<file path="src/rtl/fir_sequencer.sv">
// fir_sequencer: Moore controller that steps the shared register-file/ALU
// datapath through coefficient loading and a 4-tap FIR computation,
//   y = F0*x0 - F1*x1 + F2*x2 - F3*x3  (result left in R0).
//
// Ports:
//   clk        system clock, rising edge
//   reset      asynchronous active-high reset (IDLE, coeff_num = 0, cvalid = 0)
//   dr         sample ready on the datapath sample bus
//   lc         coefficient coeff_num ready on the coefficient bus
//   overflow   ALU overflow for the operation issued in the current state
//   cnt_up     one-cycle pulse per accepted sample
//   modwait    busy; dr/lc are not accepted (except dr while in STORE)
//   op         datapath opcode
//   src1/src2  source register addresses
//   dest       destination register address
//   coeff_num  index of the next coefficient to load
//   err        high while in the error idle state
//
// Register map: R0 accumulator, R1..R4 taps x0..x3 (R1 newest),
// R5 sample staging, R6..R9 coefficients F0..F3, R10 product temp.
module fir_sequencer (
    input  logic       clk,
    input  logic       reset,
    input  logic       dr,
    input  logic       lc,
    input  logic       overflow,
    output logic       cnt_up,
    output logic       modwait,
    output logic [2:0] op,
    output logic [3:0] src1,
    output logic [3:0] src2,
    output logic [3:0] dest,
    output logic [1:0] coeff_num,
    output logic       err
);

    typedef enum logic [4:0] {
        IDLE, EIDLE, LOADC, WAITC, STORE, ZERO,
        SH1, SH2, SH3, SH4,
        M1, A1, M2, S2, M3, A3, M4, S4
    } state_t;

    typedef enum logic [2:0] {
        OP_NOP   = 3'b000,
        OP_COPY  = 3'b001,
        OP_LDS   = 3'b010,
        OP_LDC   = 3'b011,
        OP_MUL   = 3'b100,
        OP_ADD   = 3'b101,
        OP_SUB   = 3'b110
    } op_t;

    state_t     state_q, state_d;
    logic [1:0] coeff_q, coeff_d;
    logic       cvalid_q, cvalid_d;

    always_ff @(posedge clk or posedge reset) begin
        if (reset) begin
            state_q  <= IDLE;
            coeff_q  <= '0;
            cvalid_q <= 1'b0;
        end else begin
            state_q  <= state_d;
            coeff_q  <= coeff_d;
            cvalid_q <= cvalid_d;
        end
    end

    assign coeff_num = coeff_q;

    always_comb begin
        state_d  = state_q;
        coeff_d  = coeff_q;
        cvalid_d = cvalid_q;
        cnt_up   = 1'b0;
        modwait  = 1'b0;
        op       = OP_NOP;
        src1     = '0;
        src2     = '0;
        dest     = '0;
        err      = 1'b0;

        case (state_q)
            IDLE: begin
                if (lc)
                    state_d = LOADC;
                else if (dr)
                    state_d = cvalid_q ? STORE : EIDLE;
            end
            EIDLE: begin
                err = 1'b1;
                if (lc)
                    state_d = LOADC;
                else if (dr && cvalid_q)
                    state_d = STORE;
            end
            LOADC: begin
                op      = OP_LDC;
                dest    = 4'd6 + {2'b00, coeff_q};
                modwait = 1'b1;
                coeff_d = coeff_q + 2'd1;
                if (coeff_q == 2'd3) begin
                    state_d  = IDLE;
                    cvalid_d = 1'b1;
                end else begin
                    state_d = WAITC;
                end
            end
            WAITC: begin
                if (lc)
                    state_d = LOADC;
                else if (dr)
                    state_d = EIDLE;
            end
            STORE: begin
                op      = OP_LDS;
                dest    = 4'd5;
                cnt_up  = 1'b1;
                modwait = 1'b1;
                // dr dropping here means the request was a glitch
                state_d = dr ? ZERO : EIDLE;
            end
            ZERO: begin
                op = OP_SUB; modwait = 1'b1;
                state_d = SH1;
            end
            SH1: begin
                op = OP_COPY; src1 = 4'd3; dest = 4'd4; modwait = 1'b1;
                state_d = SH2;
            end
            SH2: begin
                op = OP_COPY; src1 = 4'd2; dest = 4'd3; modwait = 1'b1;
                state_d = SH3;
            end
            SH3: begin
                op = OP_COPY; src1 = 4'd1; dest = 4'd2; modwait = 1'b1;
                state_d = SH4;
            end
            SH4: begin
                op = OP_COPY; src1 = 4'd5; dest = 4'd1; modwait = 1'b1;
                state_d = M1;
            end
            M1: begin
                op = OP_MUL; src1 = 4'd1; src2 = 4'd6; dest = 4'd10; modwait = 1'b1;
                state_d = overflow ? EIDLE : A1;
            end
            A1: begin
                op = OP_ADD; src1 = 4'd0; src2 = 4'd10; dest = 4'd0; modwait = 1'b1;
                state_d = overflow ? EIDLE : M2;
            end
            M2: begin
                op = OP_MUL; src1 = 4'd2; src2 = 4'd7; dest = 4'd10; modwait = 1'b1;
                state_d = overflow ? EIDLE : S2;
            end
            S2: begin
                op = OP_SUB; src1 = 4'd0; src2 = 4'd10; dest = 4'd0; modwait = 1'b1;
                state_d = overflow ? EIDLE : M3;
            end
            M3: begin
                op = OP_MUL; src1 = 4'd3; src2 = 4'd8; dest = 4'd10; modwait = 1'b1;
                state_d = overflow ? EIDLE : A3;
            end
            A3: begin
                op = OP_ADD; src1 = 4'd0; src2 = 4'd10; dest = 4'd0; modwait = 1'b1;
                state_d = overflow ? EIDLE : M4;
            end
            M4: begin
                op = OP_MUL; src1 = 4'd4; src2 = 4'd9; dest = 4'd10; modwait = 1'b1;
                state_d = overflow ? EIDLE : S4;
            end
            S4: begin
                op = OP_SUB; src1 = 4'd0; src2 = 4'd10; dest = 4'd0; modwait = 1'b1;
                state_d = overflow ? EIDLE : IDLE;
            end
            default: state_d = IDLE;
        endcase
    end

endmodule

</file>
<file path="config.mk">
export PLATFORM = sky130hd
export DESIGN_NAME = fir_sequencer
export DESIGN_NICKNAME = d
export VERILOG_FILES = /design/src/rtl/fir_sequencer.sv
export SDC_FILE = /design/constraint.sdc
export NUM_CORES = 1
export LEC_CHECK = 0
export ABC_AREA = 1
export CAP_MARGIN = 20
export CORE_AREA = 2 2 42 44
export CTS_CLUSTER_DIAMETER = 80
export DETAILED_ROUTE_END_ITERATION = 12
export DIE_AREA = 0 0 44 46
export DONT_BUFFER_PORTS = 1
export GPL_ROUTABILITY_DRIVEN = 1
export HOLD_SLACK_MARGIN = 0.05
export PLACE_DENSITY = 0.79
export RECOVER_POWER = 100
export SLEW_MARGIN = 10
export SYNTH_ARGS = -nofsm -noshare
export SYNTH_HDL_FRONTEND = slang
export SYNTH_SLANG_ARGS = --single-unit
</file>
<file path="constraint.sdc">
create_clock -name clk -period 1.4 [get_ports clk]
set_input_delay 0.28 -clock clk [delete_from_list [all_inputs] [get_ports clk]]
set_output_delay 0.28 -clock clk [all_outputs]
set_load 0.005 [all_outputs]
</file>
==> summary.md, run 1 <==
| Metric | Value |
|---|---|
| Psw | 1.58 mW |
| CP max stage delay | between 400 and 500 ps |
| CTS sink count | 8 |
| Synthesized flop and latch total | 8 |
| Synth Flop Type | dfrtp_1 |
| Num CTS Buffers | 3 |
| Max H-tree Level | 1 |
| Post-route DRC | 0 |
| Die W | about 44 µm |
| Net Sw Frac | 53.1% |
| Syn Std Cell Area | 832 µm² |
| Endpoints failing hold | 0 |
| Setup TNS | -6780 ps |
| Pleak | 0.792 nW |
| XOR/XNOR Fraction of Synth Area | between 1 and 1.5% |
| Final-report setup violation count | 23 |
| Largest net degree at the start of global routing | 10 |
| WP data arrival | 1550 ps |
| CP startpoint | state_q[4] |
| P&R area growth vs syn | 72.5% |
| Syn Nets | 142 |
| Comb power frac | roughly 76% |
| Met3 WL post-DR | 558 µm |
| Overall routing resource usage | roughly two fifths |
| Status | finished, violations left |
| Met2 routed WL | between 2000 and 2500 µm |
| Worst Skew | about 11 ps |
| Area leader, netlist | dfrtp_1 |
| Port Buf Inserts | 0 |
| Synth area leaders | dfrtp_1, nand2_1, inv_1 |
| Sequential area share after synthesis | about a quarter |
| Critical path class | flip-flop to output port |
| Placed insts | ~180 |
| Layout Cells excl Fill | around 200 |
| Post-Layout Inst Area | between 1000 and 1500 µm² |
| EDFF count, synth | 0 |
| Fmax | about 550 MHz |
| Slowest CP cell | dfrtp_1 |
| Mux contribution to synthesized area | 0% |
| Antenna violations before repair | 0 |
| First-pass GRT wire length | around 5800 µm |
| Compound-Gate Fraction of Synth Area | roughly 8.4% |
| Root buffer cell | clkbuf_4 |
| Mapped Cells | ~140 |
| Sequential power share | 18.2% |
| Crit path max fanout | 9 |
| Worst-path cell chain | inv_4, nand3_4, inv_2, nand3_2, nand2_2, nor2_4, buf_4, nand4_1 |
| Clk Latency, worst-skew pair | about 270 ps |
| Min-delay worst type | primary input to flip-flop |
| Core area | 1610 µm² |
| Worst path required time | 1120 ps |
| Worst Setup Slack, final | -430 ps |
| Min-delay src | overflow |
| Number of max-cap violations | 0 |
| Reg2reg start | state_q[1] |
| Post-detail-place hpwl | 2100 µm |
| DRT antenna net count | 0 |
| Top sig layer | met4 |
| Async SR Flop Fraction | 100% |
| Top-count cell post-synth | nand2_1 |
| Maximum clock path buffer count | 2 |
| Post-DR vias/cell | 6.64 |
| DRT iter0 DRCs | between 100 and 150 |
| Ys Warns | 0 |
| Grt total ovfl | 0 |
| Syn Area/Cell | 6.12 µm² |
| Num rows | 15 |
| Avg WL per Cell | approximately 22 µm |
| Int Power | 1.40 mW |
| Tcrit/Tclk final | 131% |
| CTS tree | done |
| Synthesized-area fraction occupied by and/or/nand/nor cells | slightly above 50% |
| Layout cells sized above 1 | around 60% |
| Ant diodes | 0 |
| Die area | 2020 µm² |
| Clk pwr share | under 10% |
| Cell Pwr Density | approximately 2100 nW/µm² |
| RSZ-0062 raised after global routing | true |
| Synth top area share | around a quarter |
| Number of global-route vias before repair | about 1200 |
| Largest family of logic cells by synthesized area | simple AND/OR/NAND/NOR gates |
| Adder-cell share of the synthesized area | under 10% |
| Top-Level Pins | 25 |
| Detailed-route via count | 1341 |
| Tot Pwr | about 3 mW |
| Met1 wire length | 1440 µm |
| Element type at the critical path start | flip-flop |
| Slew Viols, Final | 0 |
| Die Span Y | approximately 46 µm |
| Initial core utilization | roughly half |
| GP Congestion | between 0.9 and 1 |
| Post-route minimum period | 1830 ps |
| Clock Pin Slew Worst Setup and Hold Paths | approximately 50 ps |
| Maximum VDD drop | around 1.4 mV |
| Failing checks | setup timing |
| CP endpoint kind | output port |
| Synth cell types | 24 |
| Total Wirelength | 4510 µm |
| Most common library cells after synthesis | nand2_1, inv_1, nand3_1, nor2_1 |
| Dpl cell area | about 1000 µm² |
| Nets | 193 |
| First-pass iteration count of the detailed router | 8 |
==> power by group through the flow <==
stage	registers, mW	clock network, mW	logic (mW)
floorplan	0.448	0	0.890
global placement	0.458	0	1.36
detailed placement	0.469	0	1.41
CTS	0.515	0.187	1.84
global route	0.552	0.195	2.34
finish	0.543	0.185	2.25
==> logic make-up after synthesis <==
| group | after synthesis |
|---|---|
| simple gates | 85 |
| buf+inv | 29 |
| compound gates | 11 |
| flops | 8 |
| xor+xnor | 1 |
| fa+ha+maj | 1 |
| other cells | 1 |
==> flip-flops by register name, summed over array words and instances (netlist names) <==
name / cells
coeff_num: 2
cvalid_q: 1
state_q: 5
==> layout by cell type (no fill, tap or decap), drive strengths merged <==
cell type / n
o2111ai: 1
dfrtp: 8
dlygate4sd3: 1
nand4: 8
ha: 1
a21oi: 2
nand2: 35
o21ai: 5
inv: 28
o21a: 1
o21bai: 1
clkbuf: 3
nor3: 1
conb: 1
xnor2: 1
o211ai: 1
buf: 46
nor2: 22
nand3: 19
==> metrics by stage <==
stage / hold slack (ps) / util [%] / setup slack [ps]
finish: 87.6 / 88.9 / -430
floorplan: 95.7 / - / -15.1
global placement: 137 / 65.0 / -59.9
CTS: 86.9 / 82.4 / -308
global route: 84.0 / 88.9 / -473
detailed placement: 141 / 65.0 / -140
==> final timing paths <==
kind	to	cells past startpoint	slack (ps)
setup / recovery	op[0]	8	-430
setup reg to reg	state_q[2]	9	-370
hold reg to reg	cvalid_q	1	580
min in group asynchronous	coeff_num[0]	2	400
max in group asynchronous	state_q[0]	2	720
hold / removal	state_q[4]	1	90
==> layout make-up <==
class                           instances  area [µm²]
Timing Repair Buffer                   47         382
Sequential cell                         8         205
Fill cell                              83         179
Tap cell                               17        21.3
Multi-Input combinational cell         99         687
Clock buffer                            3        22.5
Inverter                               28         118
==> repair_timing <==
action | CTS | global route
buffers inserted | 15 | 5
endpoints found under the setup margin | 20 | 22
pin swaps | 12 | 15
endpoints found under the hold margin | 8 | 0
cloned | 0 | 0
hold buffers | 1 | 0
gates resized for setup | 49 | 20
==> worst max-delay path: cells and delay by family, from the launching register on <==
kind / cells / cell delay (ps)
buffers and inverters: 3 / 380
AND/OR/NAND/NOR: 5 / 500
flip-flops: 1 / 410
==> routing by layer <==
metal  vias up  global-route usage (%)
met5         -                       0
met4         0                    30.9
met3        62                    10.7
met2       154                    72.4
met1       591                    41.1
li1        534                       -
Power figures use the tool's default switching activity.
==> inputs of run 2 (changes only) <==
--- a/config.mk
+++ b/config.mk
@@ -16,6 +16,8 @@
 export HOLD_SLACK_MARGIN = 0.05
 export PLACE_DENSITY = 0.79
 export RECOVER_POWER = 100
+export SETUP_SLACK_MARGIN = 0.3
+export SKIP_CTS_REPAIR_TIMING = 1
 export SLEW_MARGIN = 10
 export SYNTH_ARGS = -nofsm -noshare
 export SYNTH_HDL_FRONTEND = slang
==> run 2 against run 1 <==
  * The run still ends with setup timing left
  * Clock-buffer cell count up 1
  * Critical path depth unchanged
  * Sequential share of layout area up 1.1 points
  * Critical path type unchanged
  * Highest routed layer unchanged
==> summary.md, run 2 (same netlist as run 1, synthesis figures left out) <==
| Metric | Value |
|---|---|
| Post-detail-place hpwl | 2100 µm |
| Maximum VDD drop | between 1 and 1.5 mV |
| Min-delay worst type | primary input to flip-flop |
| Avg WL per Cell | around 18 µm |
| Slew Viols, Final | 0 |
| CP max stage delay | between 400 and 500 ps |
| Layout cells sized above 1 | roughly 51% |
| First-pass iteration count of the detailed router | 4 |
| Root buffer cell | clkbuf_4 |
| Failing checks | setup timing |
| Total Wirelength | between 3000 and 4000 µm |
| Post-route DRC | 0 |
| First-pass GRT wire length | 3950 µm |
| Core area | about 1600 µm² |
| Number of max-cap violations | 0 |
| Ant diodes | 0 |
| Met3 GRT Util | 4.76% |
| Die W | roughly 44 µm |
| Initial core utilization | between 50% and 60% |
| Max H-tree Level | 1 |
| RSZ-0062 raised after global routing | true |
| Pleak | about 0.75 nW |
| Fmax | ~530 MHz |
| Top reg by flops | state_q |
| Port Buf Inserts | 0 |
| GP Congestion | about 0.93 |
| Pre-CTS setup slack | -64.7 ps |
| Num rows | 15 |
| Worst-path cell chain | nand3_2, inv_2, nand3_2, nand2_1, nor2_2, nand3_1, nor2_1, nand2_1 |
| Detailed-route via count | 1162 |
| Die area | between 2000 and 2500 µm² |
| P&R area growth vs syn | 58.8% |
| Grt total ovfl | 0 |
| Placed insts | 180 |
| Post-Layout Inst Area | roughly 1300 µm² |
| Most Crowded Layer GR | met2 |
| Slowest CP cell | dfrtp_2 |
| Post-route minimum period | 1890 ps |
| Antenna violations before repair | 0 |
| Element type at the critical path start | flip-flop |
| Most common cell after layout, fill and taps aside | buf_4 |
| Largest net degree at the start of global routing | 10 |
| Crit path buf inv count | 1 |
| Max reg flops | 5 |
| Crit path max fanout | 6 |
| Cell Pwr Density | a little under 2000 nW/µm² |
| Nets | approximately 190 |
| Number of global-route vias before repair | approximately 920 |
| Endpoints failing hold | 0 |
| Worst path required time | ~1100 ps |
| Tcrit/Tclk final | 135% |
| Worst Setup Slack, final | -495 ps |
| Worst Skew | 10.8 ps |
| DRT antenna net count | 0 |
| Final-report setup violation count | 22 |
| WP data arrival | 1610 ps |
| Commonest non-fill, non-tap cells in the layout | buf_4, nand2_1, inv_1 |
| Post-DR vias/cell | slightly below 6 |
| Status | finished, violations left |
| CTS tree | done |
| CP endpoint kind | output port |
| DRT iter0 DRCs | between 50 and 60 |
| CP delay by family, top | simple AND/OR/NAND/NOR gates |
| Maximum clock path buffer count | 2 |
| Top-Level Pins | 25 |
| Overall routing resource usage | between 20 and 30% |
| Dpl cell area | approximately 1100 µm² |
| Tot Pwr | roughly 2.6 mW |
| Layout Cells excl Fill | 197 |
| CTS sink count | 8 |
| Clk Latency, worst-skew pair | 260 ps |
| Clock Pin Slew Worst Setup and Hold Paths | roughly 60 ps |
| Num CTS Buffers | 3 |
| Die Span Y | about 46 µm |
| Met2 GRT Util | between 40% and 50% |
| Met1 Usage GRT | roughly a third |
| Util after Layout | 81.9% |
| Critical path class | flip-flop to output port |
## run 2: cell types whose count changed in the layout (fill, tap and decap cells not counted), sizes merged
cell / before / now
buf: 46 / 40
clkbuf: 3 / 4
## run 2: layout make-up
| type | count | area (µm²) |
|---|---|---|
| tap | 17 | 21.3 |
| multi-input combinational | 99 | 631 |
| timing repair buffer | 41 | 329 |
| inverter | 28 | 110 |
| sequential | 8 | 204 |
| clock buffer | 4 | 26.3 |
| fill | 96 | 293 |
## run 2: where the power goes
group / switching (mW) / total (mW) / internal [mW]
registers: 0.181 / 0.516 / 0.335
logic: 1.06 / 1.88 / 0.822
clock network: 0.0830 / 0.192 / 0.109
total: 1.32 / 2.59 / 1.27
## run 2: metal layers
layer  wire length, µm  up-vias
met1              1300      546
met5                 0        -
met4               124        0
met2              1850       75
li1                  -      522
met3               242       19
## run 2: path summary, 6_finish.rpt
check,startpoint,to,slack (ps),cells past startpoint
hold reg to reg,cvalid_q,cvalid_q,560,1
max in group asynchronous,reset,state_q[1],730,2
hold / removal,overflow,state_q[4],70,1
setup reg to reg,state_q[1],state_q[2],-180,9
setup / recovery,state_q[1],modwait,-490,8
min in group asynchronous,reset,state_q[4],410,2
## run 2: through the flow
stage / setup TNS [ps] / hold WS [ps]
after floorplan: -12.3 / 95.5
after global placement: -24.6 / 137
after detailed placement: -129 / 137
after CTS: -4200 / -140
after global routing: -6940 / 76.6
final: -5890 / 74.1
